### src/rtl/upg_mode_ctrl.sv
// upg_mode_ctrl: run/program mode controller.
// Debounces the program-mode button and sequences the resets of the UART
// programmer and the CPU core. The CPU is held in reset while programming
// and for a fixed drain period after programming or a system reset.

module upg_mode_ctrl #(
    parameter int unsigned DEBOUNCE_CYCLES = 2000000,
    parameter int unsigned POST_RST_CYCLES = 16,
    parameter int unsigned CNT_W           = 22
) (
    input  logic i_clk,
    input  logic i_rst,
    input  logic i_startPg,
    input  logic i_upgDone,
    output logic o_upgRst,
    output logic o_cpuRst,
    output logic o_mode
);

    typedef enum logic [1:0] {
        ST_RUN      = 2'd0,
        ST_DEBOUNCE = 2'd1,
        ST_PROG     = 2'd2,
        ST_DRAIN    = 2'd3
    } state_t;

    localparam int unsigned MAX_CYC =
        (DEBOUNCE_CYCLES > POST_RST_CYCLES) ? DEBOUNCE_CYCLES : POST_RST_CYCLES;
    localparam logic [CNT_W-1:0] DEB_LAST   = CNT_W'(DEBOUNCE_CYCLES - 1);
    localparam logic [CNT_W-1:0] DRAIN_LAST = CNT_W'(POST_RST_CYCLES - 1);

    // The counter must reach the larger terminal count without wrapping.
    generate
        if (((MAX_CYC - 1) >> CNT_W) != 0) begin : g_cntWidthCheck
            $error("upg_mode_ctrl: CNT_W too small for DEBOUNCE_CYCLES/POST_RST_CYCLES");
        end
    endgenerate

    state_t           r_state;
    state_t           w_nextState;
    logic [CNT_W-1:0] r_cnt;
    logic [CNT_W-1:0] w_nextCnt;
    logic             r_armed;
    logic             w_nextArmed;
    logic             r_syncMeta;
    logic             r_syncPg;
    logic             r_upgRst;
    logic             r_cpuRst;
    logic             r_mode;
    logic             w_nextUpgRst;
    logic             w_nextCpuRst;
    logic             w_nextMode;

    // Two-flop synchronizer bringing the raw button into the clk domain.
    always_ff @(posedge i_clk) begin
        if (i_rst) begin
            r_syncMeta <= 1'b0;
            r_syncPg   <= 1'b0;
        end else begin
            r_syncMeta <= i_startPg;
            r_syncPg   <= r_syncMeta;
        end
    end

    // State, counter, arm flag and registered outputs; reset lands in DRAIN.
    always_ff @(posedge i_clk) begin
        if (i_rst) begin
            r_state  <= ST_DRAIN;
            r_cnt    <= '0;
            r_armed  <= 1'b0;
            r_upgRst <= 1'b1;
            r_cpuRst <= 1'b1;
            r_mode   <= 1'b0;
        end else begin
            r_state  <= w_nextState;
            r_cnt    <= w_nextCnt;
            r_armed  <= w_nextArmed;
            r_upgRst <= w_nextUpgRst;
            r_cpuRst <= w_nextCpuRst;
            r_mode   <= w_nextMode;
        end
    end

    // Next-state logic; outputs are decoded from the next state so they
    // update on the same edge as the state register.
    always_comb begin
        w_nextState  = r_state;
        w_nextCnt    = r_cnt;
        w_nextArmed  = r_armed;
        w_nextUpgRst = 1'b1;
        w_nextCpuRst = 1'b1;
        w_nextMode   = 1'b0;

        case (r_state)
            ST_RUN: begin
                if (!r_syncPg) begin
                    w_nextArmed = 1'b1;
                end
                if (r_syncPg && r_armed) begin
                    w_nextState = ST_DEBOUNCE;
                    w_nextCnt   = '0;
                    w_nextArmed = 1'b0;
                end
            end
            ST_DEBOUNCE: begin
                if (!r_syncPg) begin
                    w_nextState = ST_RUN;
                end else if (r_cnt == DEB_LAST) begin
                    w_nextState = ST_PROG;
                end else begin
                    w_nextCnt = r_cnt + CNT_W'(1);
                end
            end
            ST_PROG: begin
                if (i_upgDone) begin
                    w_nextState = ST_DRAIN;
                    w_nextCnt   = '0;
                end
            end
            ST_DRAIN: begin
                if (r_cnt == DRAIN_LAST) begin
                    w_nextState = ST_RUN;
                end else begin
                    w_nextCnt = r_cnt + CNT_W'(1);
                end
            end
            default: begin
                w_nextState = ST_DRAIN;
                w_nextCnt   = '0;
            end
        endcase

        case (w_nextState)
            ST_RUN, ST_DEBOUNCE: begin
                w_nextCpuRst = 1'b0;
            end
            ST_PROG: begin
                w_nextUpgRst = 1'b0;
                w_nextMode   = 1'b1;
            end
            default: begin
                w_nextUpgRst = 1'b1;
                w_nextCpuRst = 1'b1;
                w_nextMode   = 1'b0;
            end
        endcase
    end

    assign o_upgRst = r_upgRst;
    assign o_cpuRst = r_cpuRst;
    assign o_mode   = r_mode;

endmodule
### config.mk
export PLATFORM = sky130hd
export DESIGN_NAME = upg_mode_ctrl
export DESIGN_NICKNAME = d
export VERILOG_FILES = /design/src/rtl/upg_mode_ctrl.sv
export SDC_FILE = /design/constraint.sdc
export NUM_CORES = 1
export LEC_CHECK = 0
export BUFFER_PORTS_ARGS = -buffer_cell sky130_fd_sc_hd__buf_2
export CAP_MARGIN = 20
export CORE_MARGIN = 2
export CORE_UTILIZATION = 30
export DETAILED_ROUTE_END_ITERATION = 8
export PLACE_DENSITY = 0.46
export SLEW_MARGIN = 10
export SYNTH_ARGS = -nofsm -noshare
export SYNTH_HDL_FRONTEND = slang
export SYNTH_SLANG_ARGS = --single-unit
### constraint.sdc
create_clock -name i_clk -period 2.6 [get_ports i_clk]
set_input_delay 0.26 -clock i_clk [delete_from_list [all_inputs] [get_ports i_clk]]
set_output_delay 0.26 -clock i_clk [all_outputs]
set_load 0.02 [all_outputs]
Yosys cells after proc, flatten, opt, wreduce, memory -nomap -nowiden
Index checks and enable logic that the tools add are counted.
{"block": "classes", "n_addsub": 1, "n_eq_ne": 13, "mux": 17, "reduce_logical": 6}
{"operator": "$mux W22", "count": 5}
{"operator": "$pmux W22 S4", "count": 1}
{"operator": "$add A22 B1 Y22 const B", "count": 1}
{"operator": "$eq A22 B21 Y1 const B", "count": 1}
{"operator": "$eq A22 B4 Y1 const B", "count": 1}
{"operator": "$mux W2", "count": 5}
{"operator": "$ne A2 B2 Y1 const B", "count": 5}
{"operator": "$pmux W2 S4", "count": 1}
{"operator": "$eq A2 B2 Y1 const B", "count": 3}
{"operator": "$mux W1", "count": 5}
{"operator": "$reduce_and A5 Y1", "count": 1}
{"operator": "$eq A2 B1 Y1 const B", "count": 2}
{"operator": "$logic_not A2 Y1", "count": 2}
{"operator": "$ne A2 B1 Y1 const B", "count": 1}
{"operator": "$reduce_and A2 Y1", "count": 1}
{"operator": "$reduce_or A2 Y1", "count": 1}
{"operator": "$logic_and A1 B1 Y1", "count": 1}
{"block": "totals", "regBits": 30, "in_bits": 4, "output_inout_bits": 3, "elab_cells": 45}

Longest topological paths before layout
{"block": "logic_depth", "depth_word": 7, "ltp_mapped": 8, "depth_no_buf": 7}

Least setup slack after synthesis
OpenSTA, ideal clock, no wires.
{"block": "synth_path", "kind": "reg2reg", "from": "register r_cnt[0]", "to": "register r_cnt[18]", "setup_time_ns": 0.120, "arrival_ns": 1.869, "t_required_ns": 2.480, "path_slack_ns": 0.611, "stages_incl_launch_ff": 7, "n_path_buf": 0, "period_less_slack_ns": 1.989, "path_cell_list": "dfxtp_1 -> ha_1 -> nand3_1 -> nor4_1 -> nand3_1 -> and3_1 -> a211o_1"}
{"block": "synth_between", "elab_chain_cells": 4, "word_cells_on_any_way": 10, "classes_between": "1 x add/sub; 4 x eq/ne; 4 x mux; 1 x reduce/logical"}
{"element": "start, declared", "line": "41", "rtl": "logic [CNT_W-1:0] r_cnt;"}
{"element": "start signal, assigned", "line": "76", "rtl": "r_cnt <= w_nextCnt;"}
{"element": "$add A22 B1 Y22", "line": "111, 124"}
{"element": "$mux W22", "line": "108", "rtl": "end else if (r_cnt == DEB_LAST) begin"}
{"element": "$mux W22", "line": "106", "rtl": "if (!r_syncPg) begin"}
{"element": "$pmux W22 S4", "line": "94", "rtl": "case (r_state)"}
Several ways; a longest one is shown, not always the timed one. The select of a mux whose other input is x is not followed.
A chain may end at the register's enable or synchronous reset.

Worst setup path after layout
Ends and elaborated chain as after synthesis.

==> qor.yml <==
status: "completed"
ant_nets: 0
ir_drop_uv: 238
syn_inst: 190
ys_async_sr_fraction: 0
nets: 205
dieHeight_um: 77.6
cts_buffer_depth: 2
fmax_mhz: 453
cts_tree: "yes"
setup_ws_ps: 392
synth_fp_nets: 195
via_count: 1535
start_kind: "register"
slew_viol_final: 0
post_cts_buffers: 0
yosys.area.top_type_share: 0.357
clock_skew_ps: 7.65
regArea_sq_um: 581
ys.flop_type: "dfxtp_1"
ys_warn_count: 0
crit_type: "register to register"
path_max_fanout: 7
final_common_cell: "dfxtp_1"
cts_buffers: 5
io_buffers: 6
synth_top_family_by_area: "simple AND/OR/NAND/NOR gates"
routedWlPerCell_um: 16.5
leakage_nw: 0.645
ys_seq_area_frac: 0.357
start_util: 0.314
grt_pass1_vias: 1441
htreeDepth: 2
grt-ovfl-total: 0
dp_hpwl_um: 3220
cp.required_ps: 2770
muxShareOfSynthArea: 0.0262
grt_max_degree: 17
num-fill-cells: 545
finalInstanceArea_sq_um: 1870
synth_edf_count: 0
setup_tns_ps: 0
die_w_um: 77.6
rows: 26
endpoint_kind: "register"
grt_first_pass_wirelength_um: 7690
yosysTopAreaCell: "dfxtp_1"
cts.sink_count: 29
cts_hold_buf: 0
setup_viol: 0
pin_count: 7
grt_use_total: 0.164
clkTransAtPathRegs_ps: 70
routed_wl_um: 4470
worstSkewPairLatency_ps: 280
drt_iter0_drc: 167
synth_area_sq_um: 1620
holdCritPathClass: "input port to register"
cp.arrival_ps: 2380
synthSimpleGateAreaFrac: 0.340
dpl_worst_slack_ps: 434
finalHoldViolations: 0
antenna_found_initial: 0
fin_crit_ps: 2210
routed_via_density: 5.66
fin_crit_sh: 0.849
cts_root_buf: "clkbuf_8"
hold-worst-slack_ps: 190
diodes: 0
postPlaceCellArea_sq_um: 1750
cellPowerDensity_nw_per_um2: 526
synth_fa_ha_area_frac: 0.00770
layout_common_cells: "dfxtp_1, nand2_1, nand4_1, nand3_1, nor2_1"
synth-seq-cells: 29
synth_area_leaders: "dfxtp_1, nand2_1, nand4_1"
drive_gt1_frac: 0.184
synthXorXnorAreaFrac: 0
max_slew_margin: 0.517
core_sq_um: 5170
place_congestion: 0.828
drv_cap: 0
dieArea_sq_um: 6020
drc_errors: 0
ys_types: 55
tightest_slew_ps: 717
drtPass1Iterations: 4
synth_area_per_cell_sq_um: 8.55
cts_resized: 0
area_delta_synth_final_pct: 14.9
multi_input_area_sq_um: 975
rsz0062_at_grt: "no"
synth_compound_area_frac: 0.227
-- synth_stat cells (all sizes together), types with 3 or more instances --
cell / count
nor4: 8
dfxtp: 29
a31oi: 4
nand2: 22
nor4b: 4
or4: 4
and3: 3
nor2b: 7
nand3: 9
a211oi: 3
inv: 4
a21o: 4
nor2: 9
and2: 3
a21oi: 6
nand4: 9
mux2i: 3
clkbuf: 7
a211o: 4
or3: 3
o31ai: 5
buf: 3
o21ai: 8
or2: 3
-- path summary, 6_finish.rpt --
kind	depth (start not counted)	slack, ps	end	start
worst min-delay path	2	190	r_syncMeta	i_startPg
worst max-delay path	7	390	r_cnt[18]	r_cnt[0]
worst min register to register	1	440	r_syncPg	r_syncMeta
worst max register to register	7	390	r_cnt[18]	r_cnt[0]
-- sequential cells by signal, summed over array words and instances, names as in the netlist --
name / cells
r_cnt: 22
o_cpuRst: 1
o_mode: 1
o_upgRst: 1
r_armed: 1
r_state: 1
r_syncMeta: 1
r_syncPg: 1
-- logic make-up (layout without fill, tap and decap cells) --
logic type,Yosys count,after routing
simple gates,93,93
compound gates,49,49
flops,29,29
buf+inv,15,26
mux,3,3
fa+ha+maj,1,1
-- metrics by stage --
| step | util | instances | total power [mW] |
|---|---|---|---|
| floorplan | - | 190 | 0.488 |
| global placement | 0.338 | 263 | 0.501 |
| detailed placement | 0.338 | 263 | 0.501 |
| CTS | 0.361 | 271 | 0.997 |
| global route | 0.361 | 271 | 1.03 |
| finish | 0.361 | 271 | 0.983 |
-- critical path, cell delays in order (launching register included) --
cell and delay, ps:
dfxtp_1 450, ha_1 230, nand3_1 280, nor4_1 390
buf_4 190, nand3_1 90, and3_1 200, a211o_1 250
-- where the power goes --
group          switching, mW  internal [mW]  total (mW)
Combinational         0.0209         0.0135      0.0344
Clock                  0.180          0.311       0.492
Sequential           0.00693          0.450       0.457
Total                  0.208          0.775       0.983
-- per-layer routing --
metal / vias to the layer above / track usage / routed length, um
met4: 0 / 0.0607 / 80
met3: 8 / 0.0430 / 200
li1: 753 / - / -
met5: - / 0 / 0
met2: 44 / 0.255 / 2060
met1: 730 / 0.217 / 2120
-- layout make-up --
| cell class | instances | area share |
|---|---|---|
| flip-flops and latches | 29 | 0.311 |
| inverters | 5 | 0.0114 |
| multi-input cells | 146 | 0.522 |
| well taps | 70 | 0.0469 |
| repair buffers | 13 | 0.0442 |
| clock buffers | 6 | 0.0442 |
| clock inverters | 2 | 0.0201 |
(Power assumes the default switching activity.)
